### src/rtl/pipeline_ctrl_if.sv
// -----------------------------------------------------------------------------
// pipeline_ctrl_if
//   Bundles every signal between the pipeline sequencer and the 5-stage MIPS
//   datapath, except the scalar clock and reset.
//
//   Datapath -> sequencer:
//     start_i            CPU run enable (level)
//     IFID_Rs_i/Rt_i     rs/rt fields of the instruction in ID
//     IDEX_Rt_i          rt field of the instruction in EX
//     IDEX_MemRead_i     instruction in EX is a load
//     Branch_i/Equal_i   beq decoded in ID / ID-stage register compare
//     Jump_i             j decoded in ID
//     mem_req_i/ack_i    data-memory request / completion handshake
//   Sequencer -> datapath:
//     PC_en_o, IFID_en_o, IDEX_en_o, EXMEM_en_o, MEMWB_en_o  stage enables
//     IFID_flush_o       IF/ID loads a nop
//     IDEX_bubble_o      zero the control word entering ID/EX
//     PCsel_o            PC takes the branch/jump target
//     err_o              sticky memory-timeout error
//   Optional (macro PIPELINE_CTRL_PERF_EN): stall_cnt_o, flush_cnt_o.
//
//   Modport master = the sequencer, modport slave = the datapath side.
// -----------------------------------------------------------------------------
interface pipeline_ctrl_if;
    logic       start_i;
    logic [4:0] IFID_Rs_i;
    logic [4:0] IFID_Rt_i;
    logic [4:0] IDEX_Rt_i;
    logic       IDEX_MemRead_i;
    logic       Branch_i;
    logic       Equal_i;
    logic       Jump_i;
    logic       mem_req_i;
    logic       mem_ack_i;

    logic       PC_en_o;
    logic       IFID_en_o;
    logic       IFID_flush_o;
    logic       IDEX_en_o;
    logic       IDEX_bubble_o;
    logic       EXMEM_en_o;
    logic       MEMWB_en_o;
    logic       PCsel_o;
    logic       err_o;
`ifdef PIPELINE_CTRL_PERF_EN
    logic [31:0] stall_cnt_o;
    logic [31:0] flush_cnt_o;

    modport master (
        input  start_i, IFID_Rs_i, IFID_Rt_i, IDEX_Rt_i, IDEX_MemRead_i,
               Branch_i, Equal_i, Jump_i, mem_req_i, mem_ack_i,
        output PC_en_o, IFID_en_o, IFID_flush_o, IDEX_en_o, IDEX_bubble_o,
               EXMEM_en_o, MEMWB_en_o, PCsel_o, err_o, stall_cnt_o, flush_cnt_o
    );
    modport slave (
        output start_i, IFID_Rs_i, IFID_Rt_i, IDEX_Rt_i, IDEX_MemRead_i,
               Branch_i, Equal_i, Jump_i, mem_req_i, mem_ack_i,
        input  PC_en_o, IFID_en_o, IFID_flush_o, IDEX_en_o, IDEX_bubble_o,
               EXMEM_en_o, MEMWB_en_o, PCsel_o, err_o, stall_cnt_o, flush_cnt_o
    );
`else
    modport master (
        input  start_i, IFID_Rs_i, IFID_Rt_i, IDEX_Rt_i, IDEX_MemRead_i,
               Branch_i, Equal_i, Jump_i, mem_req_i, mem_ack_i,
        output PC_en_o, IFID_en_o, IFID_flush_o, IDEX_en_o, IDEX_bubble_o,
               EXMEM_en_o, MEMWB_en_o, PCsel_o, err_o
    );
    modport slave (
        output start_i, IFID_Rs_i, IFID_Rt_i, IDEX_Rt_i, IDEX_MemRead_i,
               Branch_i, Equal_i, Jump_i, mem_req_i, mem_ack_i,
        input  PC_en_o, IFID_en_o, IFID_flush_o, IDEX_en_o, IDEX_bubble_o,
               EXMEM_en_o, MEMWB_en_o, PCsel_o, err_o
    );
`endif
endinterface

### src/rtl/pipeline_ctrl.sv
// -----------------------------------------------------------------------------
// pipeline_ctrl
//   Sequencer for the 5-stage MIPS pipeline. Produces per-stage write enables,
//   the IF/ID flush, the ID/EX bubble and the PC source select from the ID
//   decode (branch/jump), the ID/EX load-use fields and a data-memory
//   request/ack handshake. Keeps the pipeline idle until start_i.
//
//   Ports:
//     clk_i   rising-edge clock
//     rst_i   synchronous active-high reset
//     bus     pipeline_ctrl_if.master (all handshake / control signals)
//
//   Parameters:
//     MEM_TIMEOUT  max MEMWAIT cycles without ack before err_o (1..255)
//     CNT_W        wait counter width, 2**CNT_W > MEM_TIMEOUT
//
//   Optional feature, macro PIPELINE_CTRL_PERF_EN:
//     stall_cnt_o  counts RUN/MEMWAIT cycles with PC_en_o = 0
//     flush_cnt_o  counts cycles with IFID_flush_o = 1
//   Both are 32-bit, cleared by rst_i, wrapping.
//
//   Only state, wait counter and err_o are registered; all other outputs are
//   combinational from state and inputs.
// -----------------------------------------------------------------------------
module pipeline_ctrl #(
    parameter int unsigned MEM_TIMEOUT = 16,
    parameter int unsigned CNT_W       = 8
) (
    input  logic            clk_i,
    input  logic            rst_i,
    pipeline_ctrl_if.master bus
);

    typedef enum logic [1:0] {
        ST_IDLE    = 2'd0,
        ST_RUN     = 2'd1,
        ST_MEMWAIT = 2'd2
    } state_t;

    state_t             state_q, state_d;
    logic [CNT_W-1:0]   cnt_q,   cnt_d;
    logic               err_q,   err_d;

    logic load_use;
    logic taken;
    logic active;     // pipeline advances this cycle (RUN-style outputs)

    logic pc_en, ifid_en, ifid_flush, idex_en, idex_bubble;
    logic exmem_en, memwb_en, pcsel;

    always_comb begin
        load_use = bus.IDEX_MemRead_i && (bus.IDEX_Rt_i != 5'd0) &&
                   ((bus.IDEX_Rt_i == bus.IFID_Rs_i) ||
                    (bus.IDEX_Rt_i == bus.IFID_Rt_i));
        taken    = (bus.Branch_i && bus.Equal_i) || bus.Jump_i;
    end

    // Next-state logic. "active" marks the cycles where the pipeline moves and
    // hazard/flush logic applies: RUN without a memory miss, or the ack cycle
    // that ends a MEMWAIT.
    always_comb begin
        state_d = state_q;
        cnt_d   = cnt_q;
        err_d   = err_q;
        active  = 1'b0;
        case (state_q)
            ST_IDLE: begin
                if (bus.start_i) begin
                    state_d = ST_RUN;
                end
            end
            ST_RUN: begin
                if (bus.mem_req_i && !bus.mem_ack_i) begin
                    state_d = ST_MEMWAIT;
                    cnt_d   = CNT_W'(1);
                end else begin
                    active = 1'b1;
                end
            end
            ST_MEMWAIT: begin
                // Once the error is raised the pipeline stays frozen and later
                // acks are ignored until reset.
                if (!err_q) begin
                    if (bus.mem_ack_i) begin
                        active  = 1'b1;
                        state_d = ST_RUN;
                        cnt_d   = '0;
                    end else if (cnt_q == CNT_W'(MEM_TIMEOUT)) begin
                        err_d = 1'b1;
                    end else begin
                        cnt_d = cnt_q + CNT_W'(1);
                    end
                end
            end
            default: begin
                state_d = ST_IDLE;
                cnt_d   = '0;
            end
        endcase
    end

    // Output decode. Load-use beats a taken transfer: the branch is
    // re-evaluated next cycle once the loaded value can be forwarded.
    always_comb begin
        pc_en       = 1'b0;
        ifid_en     = 1'b0;
        ifid_flush  = 1'b0;
        idex_en     = 1'b0;
        idex_bubble = 1'b0;
        exmem_en    = 1'b0;
        memwb_en    = 1'b0;
        pcsel       = 1'b0;
        if (active) begin
            pc_en       = !load_use;
            ifid_en     = !load_use;
            idex_en     = 1'b1;
            idex_bubble = load_use;
            exmem_en    = 1'b1;
            memwb_en    = 1'b1;
            ifid_flush  = taken && !load_use;
            pcsel       = taken && !load_use;
        end
    end

    always_ff @(posedge clk_i) begin
        if (rst_i) begin
            state_q <= ST_IDLE;
            cnt_q   <= '0;
            err_q   <= 1'b0;
        end else begin
            state_q <= state_d;
            cnt_q   <= cnt_d;
            err_q   <= err_d;
        end
    end

    assign bus.PC_en_o       = pc_en;
    assign bus.IFID_en_o     = ifid_en;
    assign bus.IFID_flush_o  = ifid_flush;
    assign bus.IDEX_en_o     = idex_en;
    assign bus.IDEX_bubble_o = idex_bubble;
    assign bus.EXMEM_en_o    = exmem_en;
    assign bus.MEMWB_en_o    = memwb_en;
    assign bus.PCsel_o       = pcsel;
    assign bus.err_o         = err_q;

`ifdef PIPELINE_CTRL_PERF_EN
    logic [31:0] stall_cnt_q, stall_cnt_d;
    logic [31:0] flush_cnt_q, flush_cnt_d;

    always_comb begin
        stall_cnt_d = stall_cnt_q;
        flush_cnt_d = flush_cnt_q;
        if ((state_q != ST_IDLE) && !pc_en) begin
            stall_cnt_d = stall_cnt_q + 32'd1;
        end
        if (ifid_flush) begin
            flush_cnt_d = flush_cnt_q + 32'd1;
        end
    end

    always_ff @(posedge clk_i) begin
        if (rst_i) begin
            stall_cnt_q <= '0;
            flush_cnt_q <= '0;
        end else begin
            stall_cnt_q <= stall_cnt_d;
            flush_cnt_q <= flush_cnt_d;
        end
    end

    assign bus.stall_cnt_o = stall_cnt_q;
    assign bus.flush_cnt_o = flush_cnt_q;
`endif

endmodule

### src/flat_wrapper.sv
// flat-port wrapper written by rule: the top's interface ports become plain ports
module pipeline_ctrl_flat 
#(
    parameter int unsigned MEM_TIMEOUT = 16,
    parameter int unsigned CNT_W       = 8
)
  (clk_i, rst_i, bus_start_i, bus_IFID_Rs_i, bus_IFID_Rt_i, bus_IDEX_Rt_i, bus_IDEX_MemRead_i, bus_Branch_i, bus_Equal_i, bus_Jump_i, bus_mem_req_i, bus_mem_ack_i, bus_PC_en_o, bus_IFID_en_o, bus_IFID_flush_o, bus_IDEX_en_o, bus_IDEX_bubble_o, bus_EXMEM_en_o, bus_MEMWB_en_o, bus_PCsel_o, bus_err_o);
  pipeline_ctrl_if bus_i ();
  input  logic clk_i;
  input  logic rst_i;
  input wire logic [$bits(bus_i.start_i)-1:0] bus_start_i;
  input wire logic [$bits(bus_i.IFID_Rs_i)-1:0] bus_IFID_Rs_i;
  input wire logic [$bits(bus_i.IFID_Rt_i)-1:0] bus_IFID_Rt_i;
  input wire logic [$bits(bus_i.IDEX_Rt_i)-1:0] bus_IDEX_Rt_i;
  input wire logic [$bits(bus_i.IDEX_MemRead_i)-1:0] bus_IDEX_MemRead_i;
  input wire logic [$bits(bus_i.Branch_i)-1:0] bus_Branch_i;
  input wire logic [$bits(bus_i.Equal_i)-1:0] bus_Equal_i;
  input wire logic [$bits(bus_i.Jump_i)-1:0] bus_Jump_i;
  input wire logic [$bits(bus_i.mem_req_i)-1:0] bus_mem_req_i;
  input wire logic [$bits(bus_i.mem_ack_i)-1:0] bus_mem_ack_i;
  output wire logic [$bits(bus_i.PC_en_o)-1:0] bus_PC_en_o;
  output wire logic [$bits(bus_i.IFID_en_o)-1:0] bus_IFID_en_o;
  output wire logic [$bits(bus_i.IFID_flush_o)-1:0] bus_IFID_flush_o;
  output wire logic [$bits(bus_i.IDEX_en_o)-1:0] bus_IDEX_en_o;
  output wire logic [$bits(bus_i.IDEX_bubble_o)-1:0] bus_IDEX_bubble_o;
  output wire logic [$bits(bus_i.EXMEM_en_o)-1:0] bus_EXMEM_en_o;
  output wire logic [$bits(bus_i.MEMWB_en_o)-1:0] bus_MEMWB_en_o;
  output wire logic [$bits(bus_i.PCsel_o)-1:0] bus_PCsel_o;
  output wire logic [$bits(bus_i.err_o)-1:0] bus_err_o;
  assign bus_i.start_i = bus_start_i;
  assign bus_i.IFID_Rs_i = bus_IFID_Rs_i;
  assign bus_i.IFID_Rt_i = bus_IFID_Rt_i;
  assign bus_i.IDEX_Rt_i = bus_IDEX_Rt_i;
  assign bus_i.IDEX_MemRead_i = bus_IDEX_MemRead_i;
  assign bus_i.Branch_i = bus_Branch_i;
  assign bus_i.Equal_i = bus_Equal_i;
  assign bus_i.Jump_i = bus_Jump_i;
  assign bus_i.mem_req_i = bus_mem_req_i;
  assign bus_i.mem_ack_i = bus_mem_ack_i;
  assign bus_PC_en_o = bus_i.PC_en_o;
  assign bus_IFID_en_o = bus_i.IFID_en_o;
  assign bus_IFID_flush_o = bus_i.IFID_flush_o;
  assign bus_IDEX_en_o = bus_i.IDEX_en_o;
  assign bus_IDEX_bubble_o = bus_i.IDEX_bubble_o;
  assign bus_EXMEM_en_o = bus_i.EXMEM_en_o;
  assign bus_MEMWB_en_o = bus_i.MEMWB_en_o;
  assign bus_PCsel_o = bus_i.PCsel_o;
  assign bus_err_o = bus_i.err_o;
  pipeline_ctrl #(.MEM_TIMEOUT(MEM_TIMEOUT), .CNT_W(CNT_W)) u_core (.clk_i(clk_i), .rst_i(rst_i), .bus(bus_i));
endmodule
### config.mk
export PLATFORM = sky130hd
export DESIGN_NAME = pipeline_ctrl_flat
export DESIGN_NICKNAME = d
export VERILOG_FILES = /design/src/rtl/pipeline_ctrl_if.sv /design/src/rtl/pipeline_ctrl.sv /design/src/flat_wrapper.sv
export SDC_FILE = /design/constraint.sdc
export NUM_CORES = 1
export LEC_CHECK = 0
export ABC_CLOCK_PERIOD_IN_PS = 4300
export CAP_MARGIN = 25
export CORE_ASPECT_RATIO = 1.1
export CORE_MARGIN = 4
export CORE_UTILIZATION = 45
export CTS_CLUSTER_SIZE = 8
export DETAILED_ROUTE_END_ITERATION = 10
export PLACE_DENSITY = 0.81
export SLEW_MARGIN = 40
export SYNTH_ARGS = -nofsm -noshare
export SYNTH_HDL_FRONTEND = slang
export SYNTH_SLANG_ARGS = --single-unit
### constraint.sdc
create_clock -name clk_i -period 4.3 [get_ports clk_i]
set_clock_uncertainty 0.2 [all_clocks]
set_input_delay 0.86 -clock clk_i [delete_from_list [all_inputs] [get_ports clk_i]]
set_output_delay 0.86 -clock clk_i [all_outputs]
set_load 0.02 [all_outputs]
== Word level (Yosys, flattened, before mapping) ==
Cells that the tools add are included.

* Bits in registers: 11
* Output and inout port bits: 9

* Add/sub/neg operators: 1
* Equal/unequal tests: 10
* Multiplexer cells: 21
* Bitwise gates (word level): 1
* Reduce and logical (&&, ||, !) cells: 13

{| class="wikitable"
|+ Operators by type and width
! kind !! count
|-
| $mux W8 || 4
|-
| $pmux W8 S3 || 1
|-
| $eq A5 B5 Y1 || 2
|-
| $mux W1 || 10
|-
| $add A8 B1 Y8 const B || 1
|-
| $eq A8 B5 Y1 const B || 1
|-
| $mux W2 || 4
|-
| $reduce_and A4 Y1 || 2
|-
| $ne A2 B2 Y1 const B || 3
|-
| $pmux W2 S3 || 1
|-
| $logic_and A1 B1 Y1 || 5
|-
| $reduce_bool A5 Y1 || 1
|-
| $ne A3 B3 Y1 const B || 1
|-
| $eq A2 B1 Y1 const B || 1
|-
| $eq A2 B2 Y1 const B || 1
|-
| $logic_not A1 Y1 || 2
|-
| $logic_not A2 Y1 || 1
|-
| $logic_or A1 B1 Y1 || 2
|-
| $ne A2 B1 Y1 const B || 1
|-
| $pmux W1 S2 || 1
|-
| $not A1 Y1 || 1
|}

== Longest topological paths before layout ==
Gate-level depths: netlist of run 1.

* Word-level depth: 6
* Mapped depth: 8
* Mapped depth without buffers: 7

== Least setup slack after synthesis of run 1 ==
OpenSTA, ideal clock, no wires.

* Kind: input port to output port
* Start: input port bus_IDEX_Rt_i[1]
* End: output port bus_PCsel_o
* Arrival: 2.382 ns
* Required time: 3.240 ns
* Path slack: 0.858 ns
* Stages: 5
* Path buffers: 1
* Cell sequence: or4_1 > o21ai_0 > a21oi_1 > nor3_1 > buf_4

* Word-level cells in the longest chain between the ends: 6

{| class="wikitable"
|+ RTL lines
! item !! line !! RTL
|-
| start, declared || flat_wrapper.sv:14 || <nowiki>input wire logic [$bits(bus_i.IDEX_Rt_i)-1:0] bus_IDEX_Rt_i;</nowiki>
|-
| $eq A5 B5 Y1, or another cell as far along || pipeline_ctrl.sv:53 || <nowiki>((bus.IDEX_Rt_i == bus.IFID_Rs_i) ||</nowiki>
|-
| $logic_or A1 B1 Y1 / $logic_and A1 B1 Y1 (equally long branches) || pipeline_ctrl.sv:53, pipeline_ctrl.sv:52 ||
|-
| $logic_and A1 B1 Y1 (*) || pipeline_ctrl.sv:52 || <nowiki>load_use = bus.IDEX_MemRead_i && (bus.IDEX_Rt_i != 5'd0) &&</nowiki>
|-
| $logic_not A1 Y1 (*) || - ||
|-
| $logic_and A1 B1 Y1 (*) || - ||
|-
| $mux W1 (*) || - ||
|-
| end, declared || flat_wrapper.sv:28 || <nowiki>output wire logic [$bits(bus_i.PCsel_o)-1:0] bus_PCsel_o;</nowiki>
|}

Every way passes the cells marked *; elsewhere a longest branch is shown, timed or not.

== Final worst setup path of run 1 ==
* Start: input port bus_IDEX_Rt_i[1]
* End: output port bus_PCsel_o

* Word-level cells in the longest chain between the ends: 6

{| class="wikitable"
|+ RTL lines
! item !! line !! RTL
|-
| $eq A5 B5 Y1, or another cell as far along || pipeline_ctrl.sv:53 ||
|-
| $logic_or A1 B1 Y1 / $logic_and A1 B1 Y1 (equally long branches) || pipeline_ctrl.sv:53, pipeline_ctrl.sv:52 ||
|-
| $logic_and A1 B1 Y1 (*) || pipeline_ctrl.sv:52 ||
|-
| $logic_not A1 Y1 (*) || pipeline_ctrl.sv:121 || <nowiki>pcsel = taken && !load_use;</nowiki>
|-
| $logic_and A1 B1 Y1 (*) || pipeline_ctrl.sv:121 ||
|-
| $mux W1 (*) || pipeline_ctrl.sv:113 || <nowiki>if (active) begin</nowiki>
|}

Marks and branches as above.

==> results.ini, run 1 <==
[status]
status=complete, no violations

[logic_synthesis]
synth.most_common_cell=a21oi_1
synth_warnings=0
synth_cell_types=33
synth_nets=146
synthXorXnorAreaFrac_pct=9.68
yosys_register_bits=11
netlist.area_leader.share_pct=24.3
synthTopCellsByCount=a21oi_1, dfxtp_1, inv_1
synthTopCellsByArea=dfxtp_1, ha_1, a21oi_1, xor2_1, o21ai_0
synth_fa_ha_area_share_pct=8.30
syn_avg_cell_area_um2=7.80
yosysTopAreaCell=dfxtp_1
synth_edf_count=0
synth_mux_area_share_pct=2.21
synth_ff_type=dfxtp_1
synth_top_family_by_area=simple AND/OR/NAND/NOR gates
async_flop_share_pct=0
synthesis.area_um2=905
syn_inst=116
synth-simple-area-share_pct=27.7
synth_compound_area_share_pct=18.7
ys_seq_area_share_pct=24.3

[worst_setup_path]
worstPathRequired_ns=3.24
r2r-start=u_core.state_q[0]
path_max_fanout=3
end_kind=primary output
critPathLaunch=bus_IDEX_Rt_i[1]
crit_path_start_kind=input port
critPathKind=in2out
cp.arrival_ns=2.99
r2r_cells=6

[clock_tree]
cts_resized=0
cts-root-buf=clkbuf_4
hold_buffers=0
clk_path_buf_depth=2
cts.reportedPaths.clkPinSlew_ns=0.07
cts_buffers=3
cts_post_setup_buffers_inserted=0
cts_max_level=1
tritoncts=built
clock_latency_ns=0.28
cts_sinks=11

[timing]
fin_crit_ns=4.05
fmax_mhz=247
hold_viol=0
fin_crit_sh_pct=94.1
drv_slew=0
finalSetupViolCount=0
setup_ws_ns=0.254
final.setup.tns_ns=0
tightest_slew_ns=0.426
timing.max_slew.rel_slack_pct=71.5
rsz0062_at_grt=no

[power]
power_switching_mw=0.0953
internal_power_mw=0.193
switching_share_pct=33.0
power_leakage_nw=0.448
p_total_mw=0.288
power-per-cell-area_nw_per_um2=233
p_comb_share_pct=36.5
ir_drop_mv=0.115
p_clk_share_pct=26.1
sequentialPowerShare_pct=37.4

[floorplanning]
die_w_um=50.8
die_area_um2=2790
rows=16
initial_core_util_pct=49.1
pin_count=33
core_um2=1840
die_y_um=55.0

[route]
first_iter_violations=14
post_drt_wl_per_cell_um=12.7
post-route-drc-count=0
ant_nets=0
drt-total-wl_um=2190
drt-pass1-iter-count=4
via_per_inst=5.24
vias=901

[global_routing]
grt_max_degree=14
grt_overflow=0
grt_pass1_vias=898
antenna_found_initial=0
track_usage_pct=17.1
grt_pass1_wl_um=3640

[place]
placed_cell_area_um2=1210
pre_cts_slack_ns=0.271
dp.cells=168
hpwl_um=1720
place_congestion=0.760
io_buffers=32

[cells_and_area]
n_antenna_cell=0
final_area_um2=1240
drive_above_1_share_pct=4.14
fin_nets=176
final_cells=172
areaGrowthSynthToFinish_pct=36.7

[flow_run]
cap_viol_max_count=0

[worst_hold_path]
min_from=u_core.cnt_q[1]
hold_depth=2
hold_class=reg2reg

cell families (layout without fill, tap and decap cells):
family	Yosys count	count (layout)
flops	11	11
fa+ha+maj	6	6
xor+xnor	10	10
mux	2	2
buf+inv	16	45
compound gates	27	27
simple gates	44	44
cells in the final DEF, fill, tap and decap left out:
cell type	n
nand4_1	2
mux2i_1	2
and2_1	1
nor3_1	4
nand2_2	1
clkbuf_1	1
and3_1	1
xor2_1	6
nand2_1	5
or4b_1	1
a21oi_1	13
o21ai_0	8
nand2b_1	1
nor3b_1	1
nand3_1	7
a221oi_4	1
o22ai_1	1
nand3b_1	1
nor2_1	8
nor2b_1	3
o2111ai_1	1
or4_1	5
or3_1	1
inv_1	9
nand2b_4	1
or2b_1	1
xnor2_1	4
clkbuf_4	3
dfxtp_1	11
ha_1	6
clkdlybuf4s50_1	32
a32o_1	1
a31oi_1	2
power by group through the flow:
stage               Combinational (mW)  Sequential, mW  Clock, mW
finish                           0.105           0.108     0.0752
global placement                 0.103           0.110          0
floorplan                       0.0693           0.109          0
detailed placement               0.105           0.110          0
global route                     0.117           0.108     0.0804
CTS                              0.106           0.108     0.0758
per-stage QoR:
step	hold slack, ns	utilization, %
2_1_floorplan	0.258	-
3_3_place_gp	0.271	65.7
3_5_place_dp	0.287	65.7
4_1_cts	0.297	67.1
5_1_grt	0.321	67.1
6_report	0.296	67.1
routing by layer:
metal  GRT usage (%)  wire, µm
met3            3.75       148
met4            9.42        69
met1            17.6       913
met5               0         0
met2            32.6      1060
critical path: stages:
cell and delay, ns:
clkdlybuf4s50_1 0.46, or4_1 0.54, o21ai_0 0.16, a21oi_1 0.08, nor3_1 0.24, clkdlybuf4s50_1 0.65
sequential cells by signal, indices dropped and copies added, names as in the netlist:
register          cells
u_core.bus.err_o      1
u_core.state_q        2
u_core.cnt_q          8
worst paths after layout:
path,endpoint,slack (ns)
setup / recovery,bus_PCsel_o,0.25
hold / removal,u_core.cnt_q[1],0.30
setup reg to reg,u_core.cnt_q[4],1.92
hold reg to reg,u_core.cnt_q[1],0.30
area by class of cell:
cell class | count | area, µm²
tap | 27 | 33.8
multi-input combinational | 89 | 602
clock buffer | 4 | 26.3
sequential | 11 | 220
inverter | 9 | 33.8
timing repair buffer | 32 | 320
fill | 180 | 606
Note: power is estimated with default switching activity, not from simulation.
==> run 2, diff against run 1 <==
--- a/config.mk
+++ b/config.mk
@@ -12,6 +12,7 @@
 export CORE_UTILIZATION = 45
 export CTS_CLUSTER_SIZE = 8
 export DETAILED_ROUTE_END_ITERATION = 10
+export MAX_ROUTING_LAYER = met4
 export PLACE_DENSITY = 0.81
 export SLEW_MARGIN = 40
 export SYNTH_ARGS = -nofsm -noshare
==> results.ini, run 2 (same netlist as run 1, synthesis figures left out) <==
[status]
status=complete, no violations

[place]
hpwl_um=1720  ; unchanged
place_congestion=0.770  ; +1.3%
io_buffers=32  ; unchanged
pre_cts_slack_ns=0.271  ; unchanged

[route]
ant_nets=0  ; unchanged
drt-pass1-iter-count=4  ; unchanged
vias=899  ; -0.22%
drt-total-wl_um=2190  ; about the same
post-route-drc-count=0  ; unchanged
post_drt_wl_per_cell_um=12.7  ; about the same
via_per_inst=5.23  ; -0.22%
first_iter_violations=14  ; unchanged

[worst_setup_path]
crit_family=buffers and inverters
path_cells=clkdlybuf4s50_1, or4_1, o21ai_0, a21oi_1, nor3_1, clkdlybuf4s50_1
cpMaxStageDelayCell=clkdlybuf4s50_1
slowest_delay_ns=0.65  ; about the same
cp.arrival_ns=2.99  ; about the same
worst_path_most_repeated_cell=clkdlybuf4s50_1
crit_path_start_kind=input port
worstPathRequired_ns=3.24  ; about the same
path_max_fanout=3  ; unchanged
crit_buf_inv=2  ; unchanged
critPathKind=in2out
end_kind=primary output

[clock_tree]
cts_max_level=1  ; unchanged
cts_buffers=3  ; unchanged
cts_post_setup_buffers_inserted=0  ; unchanged
hold_buffers=0  ; unchanged
clock_latency_ns=0.28  ; about the same
cts_resized=0  ; unchanged
tritoncts=built
cts.reportedPaths.clkPinSlew_ns=0.07  ; about the same
clk_path_buf_depth=2  ; unchanged
cts-root-buf=clkbuf_4
cts_sinks=11  ; unchanged

[cells_and_area]
largest_reg_flops=8  ; unchanged
drive_above_1_share_pct=4.14  ; unchanged
fin_nets=176  ; unchanged
mostFrequentLayoutCell=clkdlybuf4s50_1
top_register=u_core.cnt_q
areaGrowthSynthToFinish_pct=36.7  ; unchanged
fillers=180  ; unchanged
layout_common_cells=clkdlybuf4s50_1, a21oi_1, dfxtp_1
n_antenna_cell=0  ; unchanged

[power]
ir_drop_mv=0.115  ; about the same
power-per-cell-area_nw_per_um2=233  ; about the same
p_total_mw=0.288  ; about the same
power_leakage_nw=0.448  ; unchanged

[floorplanning]
initial_core_util_pct=49.1  ; unchanged
die_w_um=50.8  ; unchanged
core_um2=1840  ; unchanged
die_y_um=55.0  ; unchanged
rows=16  ; unchanged
die_area_um2=2790  ; unchanged
pin_count=33  ; unchanged

[timing]
setup_ws_ns=0.254  ; +0.000179 ns
timing.max_slew.rel_slack_pct=71.3  ; -0.22 points
tightest_slew_ns=0.429  ; +0.00322 ns
final.setup.tns_ns=0  ; unchanged
hold_ws_ns=0.294  ; -0.00148 ns
fmax_mhz=247  ; about the same
hold_viol=0  ; unchanged
fin_crit_ns=4.05  ; -0.000179 ns
drv_slew=0  ; unchanged
rsz0062_at_grt=no
fin_crit_sh_pct=94.1  ; about the same
finalSetupViolCount=0  ; unchanged

[global_routing]
grt_pass1_wl_um=3640  ; unchanged
grt_overflow=0  ; unchanged
track_usage_pct=17.6  ; +0.49 points
grt_pass1_vias=898  ; unchanged
antenna_found_initial=0  ; unchanged
grt_max_degree=14  ; unchanged

[flow_run]
cap_viol_max_count=0  ; unchanged

[worst_hold_path]
hold_class=reg2reg

==> run 2: cell counts in the layout (fill, tap and decap cells not counted) <==
No cell type changed its count.
==> run 2: tightest hold or removal path, cell delays in order, from the launching register on <==
cell,delay [ns]
dfxtp_1,0.34
nand2_1,0.06
a21oi_1,0.05
==> run 2: path summary, 6_finish.rpt <==
| kind | slack, ns | from | end | cells after the start |
|---|---|---|---|---|
| worst max register to register | 1.92 | u_core.state_q[0] | u_core.cnt_q[4] | 6 |
| worst min-delay path | 0.29 | u_core.cnt_q[1] | u_core.cnt_q[1] | 2 |
| worst min register to register | 0.29 | u_core.cnt_q[1] | u_core.cnt_q[1] | 2 |
| worst max-delay path | 0.25 | bus_IDEX_Rt_i[1] | bus_PCsel_o | 6 |
==> run 2: layer usage <==
metal	up-vias	track usage (%)	wire (µm)
li1	460	-	-
met1	405	18.4	937
met2	27	32.6	1060
met3	7	2.41	118
met4	0	9.42	69
met5	-	-	0
==> run 2: final cells by class <==
type,count,area [µm²],area share [%]
inverters,9,33.8,2.73
clock buffers,4,26.3,2.13
well taps,27,33.8,2.73
repair buffers,32,320,25.9
multi-input cells,89,602,48.7
flip-flops and latches,11,220,17.8
==> run 2: through the flow <==
step,utilization (%),cells,cell area [µm²]
global placement,65.7,168,1210
finish,67.1,172,1240
detailed placement,65.7,168,1210
global route,67.1,172,1240
CTS,67.1,172,1240
floorplan,-,116,905
==> run 2: power breakdown <==
part / switching, mW / internal (mW)
logic: 0.0529 / 0.0523
registers: 0.00317 / 0.105
clock network: 0.0391 / 0.0360
